### config.mk
export PLATFORM = sky130hd
export DESIGN_NAME = reset_sequencer
export DESIGN_NICKNAME = d
export VERILOG_FILES = /design/src/rtl/reset_sequencer.sv
export SDC_FILE = /design/constraint.sdc
export NUM_CORES = 1
export LEC_CHECK = 0
export CORE_ASPECT_RATIO = 0.9
export CORE_MARGIN = 5
export CORE_UTILIZATION = 30
export CTS_CLUSTER_DIAMETER = 30
export DETAILED_ROUTE_END_ITERATION = 7
export GPL_TIMING_DRIVEN = 1
export PLACE_DENSITY = 0.46
export SYNTH_ARGS = -nofsm -noshare
export SYNTH_HDL_FRONTEND = slang
export SYNTH_SLANG_ARGS = --single-unit
### constraint.sdc
create_clock -name clock -period 4 [get_ports clock]
set_input_delay 1 -clock clock [delete_from_list [all_inputs] [get_ports clock]]
set_output_delay 1 -clock clock [all_outputs]
set_load 0.03 [all_outputs]
### src/rtl/reset_sequencer.sv
`default_nettype none
// ============================================================================
//  Module      : reset_sequencer
//  Description : Releases NUM_STAGES active-low stage resets one at a time in
//                ascending order. Every stage is held in reset for HOLD_CYCLES
//                clocks first. The next stage is released only once the
//                current stage reports ready and GAP_CYCLES clocks have passed
//                since its release.
//  Ports       : clock         - system clock
//                reset         - synchronous, active-high
//                sw_reset_req  - software request to restart the sequence
//                stage_ready   - per-stage "initialisation complete"
//                stage_reset_n - per-stage active-low reset (registered)
//                seq_busy      - sequence in progress (registered)
//                seq_done      - all stages released and ready (registered)
//                timeout_err   - sticky stage-ready timeout flag (registered)
//  Options     : RST_SEQ_TIMEOUT_EN - when defined, a stage that stays
//                not-ready for TIMEOUT_CYCLES clocks in WAIT drives the block
//                into FAULT. When undefined, WAIT never times out and
//                timeout_err is constant 0.
//  Revision    : 1.0 - initial release
// ============================================================================
module reset_sequencer #(
    parameter int NUM_STAGES     = 4,
    parameter int HOLD_CYCLES    = 8,
    parameter int GAP_CYCLES     = 4,
    parameter int TIMEOUT_CYCLES = 256
) (
    input  logic                  clock,
    input  logic                  reset,
    input  logic                  sw_reset_req,
    input  logic [NUM_STAGES-1:0] stage_ready,
    output logic [NUM_STAGES-1:0] stage_reset_n,
    output logic                  seq_busy,
    output logic                  seq_done,
    output logic                  timeout_err
);

    // Stop elaboration when a parameter would mis-size the counters or the index.
    if (NUM_STAGES < 2 || NUM_STAGES > 8 || HOLD_CYCLES < 1 ||
        GAP_CYCLES < 1 || TIMEOUT_CYCLES < 1) begin : g_param_check
        $error("reset_sequencer: parameter out of legal range");
    end

    localparam int c_IDX_W     = $clog2(NUM_STAGES);
    localparam int c_CNT_LIMIT = (HOLD_CYCLES > GAP_CYCLES) ? HOLD_CYCLES : GAP_CYCLES;
    localparam int c_CNT_W     = $clog2(c_CNT_LIMIT + 1);

    localparam logic [NUM_STAGES-1:0] c_STAGE0 = NUM_STAGES'(1);

    localparam logic [2:0] c_ST_HOLD    = 3'd0;
    localparam logic [2:0] c_ST_RELEASE = 3'd1;
    localparam logic [2:0] c_ST_WAIT    = 3'd2;
    localparam logic [2:0] c_ST_DONE    = 3'd3;
    localparam logic [2:0] c_ST_FAULT   = 3'd4;

    logic [2:0]         r_state;
    logic [c_IDX_W-1:0] r_k;      // index of the stage most recently released
    logic [c_CNT_W-1:0] r_cnt;    // hold count in HOLD, clocks since release otherwise

    logic w_ready_k;
    logic w_gap_met;
    logic w_last_stage;
    logic w_tmo_fire;

    assign w_ready_k    = stage_ready[r_k];
    // Checked before the edge: a count of GAP-1 becomes GAP on the advancing edge.
    assign w_gap_met    = (r_cnt >= c_CNT_W'(GAP_CYCLES - 1));
    assign w_last_stage = (r_k == c_IDX_W'(NUM_STAGES - 1));

    // ------------------------------------------------------------------------
    // Sequencing FSM. All outputs except timeout_err are registered here.
    // ------------------------------------------------------------------------
    always_ff @(posedge clock) begin
        if (reset || sw_reset_req) begin
            r_state       <= c_ST_HOLD;
            r_k           <= '0;
            r_cnt         <= '0;
            stage_reset_n <= '0;
            seq_busy      <= 1'b1;
            seq_done      <= 1'b0;
        end else begin
            case (r_state)
                c_ST_HOLD: begin
                    if (r_cnt == c_CNT_W'(HOLD_CYCLES - 1)) begin
                        // Stage 0 comes out of reset on the edge that enters RELEASE.
                        r_state       <= c_ST_RELEASE;
                        r_k           <= '0;
                        r_cnt         <= '0;
                        stage_reset_n <= c_STAGE0;
                    end else begin
                        r_cnt <= r_cnt + c_CNT_W'(1);
                    end
                end

                c_ST_RELEASE: begin
                    r_state <= c_ST_WAIT;
                    if (r_cnt != {c_CNT_W{1'b1}}) begin
                        r_cnt <= r_cnt + c_CNT_W'(1);
                    end
                end

                c_ST_WAIT: begin
                    if (w_ready_k && w_gap_met) begin
                        if (w_last_stage) begin
                            r_state  <= c_ST_DONE;
                            seq_busy <= 1'b0;
                            seq_done <= 1'b1;
                        end else begin
                            r_state       <= c_ST_RELEASE;
                            r_k           <= r_k + c_IDX_W'(1);
                            r_cnt         <= '0;
                            stage_reset_n <= stage_reset_n | (c_STAGE0 << (r_k + c_IDX_W'(1)));
                        end
                    end else if (w_tmo_fire) begin
                        r_state       <= c_ST_FAULT;
                        stage_reset_n <= '0;
                        seq_busy      <= 1'b0;
                    end else if (r_cnt != {c_CNT_W{1'b1}}) begin
                        r_cnt <= r_cnt + c_CNT_W'(1);
                    end
                end

                // DONE and FAULT are left only through reset or sw_reset_req.
                c_ST_DONE:  r_state <= c_ST_DONE;
                c_ST_FAULT: r_state <= c_ST_FAULT;

                default: begin
                    r_state       <= c_ST_HOLD;
                    r_k           <= '0;
                    r_cnt         <= '0;
                    stage_reset_n <= '0;
                    seq_busy      <= 1'b1;
                    seq_done      <= 1'b0;
                end
            endcase
        end
    end

    // ------------------------------------------------------------------------
    // Optional stage-ready timeout
    // ------------------------------------------------------------------------
`ifdef RST_SEQ_TIMEOUT_EN
    localparam int c_TMO_W = (TIMEOUT_CYCLES > 1) ? $clog2(TIMEOUT_CYCLES) : 1;

    logic [c_TMO_W-1:0] r_tmo;    // clocks spent in WAIT for the current stage

    assign w_tmo_fire = (r_state == c_ST_WAIT) && !w_ready_k &&
                        (r_tmo == c_TMO_W'(TIMEOUT_CYCLES - 1));

    always_ff @(posedge clock) begin
        if (reset || sw_reset_req) begin
            r_tmo       <= '0;
            timeout_err <= 1'b0;
        end else begin
            if (r_state == c_ST_WAIT) begin
                if (r_tmo != {c_TMO_W{1'b1}}) begin
                    r_tmo <= r_tmo + c_TMO_W'(1);
                end
            end else begin
                r_tmo <= '0;
            end
            if (w_tmo_fire) begin
                timeout_err <= 1'b1;
            end
        end
    end
`else
    assign w_tmo_fire  = 1'b0;
    assign timeout_err = 1'b0;
`endif

endmodule
`default_nettype wire

==> qor.yml <==
outcome:
  status: "complete, no violations"
power:
  power_density_mw_per_mm2: 234
  peakVddDrop_mv: 0.106
  p_leak_nw: 0.365
cts:
  cts.sinks: 15
  postCtsSetupBuffers: 0
  clk_path_buf_depth: 2
  cts_buffers: 3
  holdBufCountCts: 0
  clk_latency_ns: 0.29
  clk_pin_slew_ns: 0.10
  ctsResizeCount: 0
  cts-root-buf: "clkbuf_4"
  tritoncts: "built"
  cts_max_level: 1
setup_path:
  r2r-end: "r_cnt[1]"
  worstSetupStartpointType: "primary input"
  crit_arrival_ns: 2.70
  critPathCapture: "stage_reset_n[3]"
  r2r_slack_ns: 2.06
  required_ns: 4.22
  cp_max_fo: 10
  startpoint: "sw_reset_req"
  timing.rr.start: "r_state[0]"
  end_kind: "flip-flop"
  reg2regPathDepth: 4
  crit_type: "primary input to flip-flop"
placed_design:
  dp_hpwl_um: 1680
  pre_cts_ws_ns: 1.21
  gp_congestion: 0.863
  portBuffers: 12
detailed_routing:
  detail_route.wl_per_cell_um: 13.7
  routed_via_density: 5.28
  drcViolationCount: 0
  ant_nets: 0
  drtIter0Drc: 48
  wl_um: 2270
  vias: 876
  firstDrtPassIters: 5
floorplanning:
  die_area_mm2: 0.00439
  dieHeight_um: 63.4
  die_w_um: 69.3
  fp.coreArea_mm2: 0.00304
  num_rows: 19
  start_util_pct: 31.2
  ios: 14
final_layout:
  nFillCells: 340
  final_cell_mix: "dfxtp_1, nand2_1, clkdlybuf4s50_1"
  finalNetCount: 137
  num_antenna_cells: 0
  drive_gt1_share_pct: 10.5
  mostFrequentLayoutCell: "dfxtp_1"
  syn2layout_area_growth_pct: 17.8
min_path:
  hold_class: "flip-flop to flip-flop"
yosys:
  async_reset_ff_share_pct: 0
  synthesis.area_um2: 950
  ys.flop_type: "dfxtp_1"
  synth_warnings: 0
  avgSynthCellArea_um2: 8.33
  ys_types: 38
  syn_inst: 114
  synth-edff-count: 0
  synth_seq_cells: 15
  synth_nets: 126
  seq_area_frac_synth_pct: 31.6
timing:
  worst_clock_skew_ns: 0.000977
  fin_crit_ns: 2.48
  setup_ws_ns: 1.52
  grt_setup_unrepaired: "no"
  finalSetupViolCount: 0
  min_period_over_period_pct: 62.0
  hold_viol: 0
  relSlewSlack_pct: 53.2
  drv_slew: 0
  clock.fmax_mhz: 403
  worst_pin_slew_ns: 0.702
  setup-tns-final_ns: 0
grt:
  grt_max_degree: 18
  antenna_found_initial: 0
  grt_usage_pct: 11.2
  grt_overflow: 0
  grt_pass1_vias: 862
  grt_pass1_wl_um: 4080
flow_run:
  maxCapViolCount: 0
[area by class of cell]
cell class / count / area (µm²) / area share (%)
clock buffer: 4 / 26.3 / 2.35
multi-input combinational: 85 / 589 / 52.7
timing repair buffer: 12 / 120 / 10.7
tap: 42 / 52.6 / 4.70
inverter: 8 / 30.0 / 2.68
sequential: 15 / 300 / 26.8
[registers in the layout, summed over array words and instances, names as in the netlist]
name / count
r_k: 2
r_state: 3
r_cnt: 4
seq_done: 1
seq_busy: 1
stage_reset_n: 4
[cells by family after synthesis]
logic type	count (synthesis)	synth area share, %
fa+ha+maj	5	6.59
buf+inv	14	6.32
compound gates	33	24.9
simple gates	43	26.0
other cells	1	0.395
xor+xnor	2	1.84
mux	1	2.37
flops	15	31.6
[where the power goes]
| group | switching (mW) | leakage [nW] | internal, mW | total, mW |
|---|---|---|---|---|
| combinational | 0.00900 | 0.229 | 0.00900 | 0.0180 |
| sequential | 0.00100 | 0.121 | 0.150 | 0.151 |
| clock | 0.0534 | 0.0150 | 0.0387 | 0.0921 |
[Yosys cell counts, drive strengths merged (3+ instances only)]
cell type | number | area share [%]
or2 | 3 | 2.0
inv | 8 | 3.2
a21oi | 6 | 3.2
o31a | 3 | 2.8
o21ai | 6 | 3.2
or3b | 3 | 2.8
buf | 4 | 2.4
dfxtp | 15 | 32
o31ai | 4 | 3.2
ha | 5 | 6.6
nand2 | 13 | 5.1
nor2 | 9 | 3.6
nor3 | 5 | 2.6
[how the worst min path moves through the flow]
stage                                start               end  slack, ns  cells after the start
after floorplan                   r_cnt[1]          r_cnt[1]       0.45                      2
after global placement    stage_reset_n[2]  stage_reset_n[2]       0.44                      2
after detailed placement  stage_reset_n[3]  stage_reset_n[3]       0.45                      2
after CTS                 stage_reset_n[1]  stage_reset_n[1]       0.47                      2
after global routing      stage_reset_n[0]  stage_reset_n[0]       0.49                      2
final                     stage_reset_n[1]  stage_reset_n[1]       0.46                      2
[metrics by stage]
stage / cell area [µm²] / std cells / util [%] / hold slack (ns) / total power [mW]
2_1_floorplan: 950 / 114 / - / 0.450 / 0.165
3_3_place_gp: 1090 / 162 / 35.9 / 0.436 / 0.172
3_5_place_dp: 1090 / 162 / 35.9 / 0.448 / 0.173
4_1_cts: 1120 / 166 / 36.8 / 0.471 / 0.266
5_1_grt: 1120 / 166 / 36.8 / 0.485 / 0.274
6_report: 1120 / 166 / 36.8 / 0.465 / 0.261
[layer usage]
layer / global-route usage (%) / wire length, µm
met1: 15.7 / 1110
met2: 17.0 / 1010
met3: 2.86 / 125
met4: 2.93 / 29
met5: 0 / 0
[worst max-delay path, cell delays in order]
cell	delay, ns
clkdlybuf4s50_1	0.41
or2_2	0.41
a221oi_1	0.60
nand2_1	0.13
o21ai_0	0.15
No activity file was read; power rests on OpenSTA's default activity.
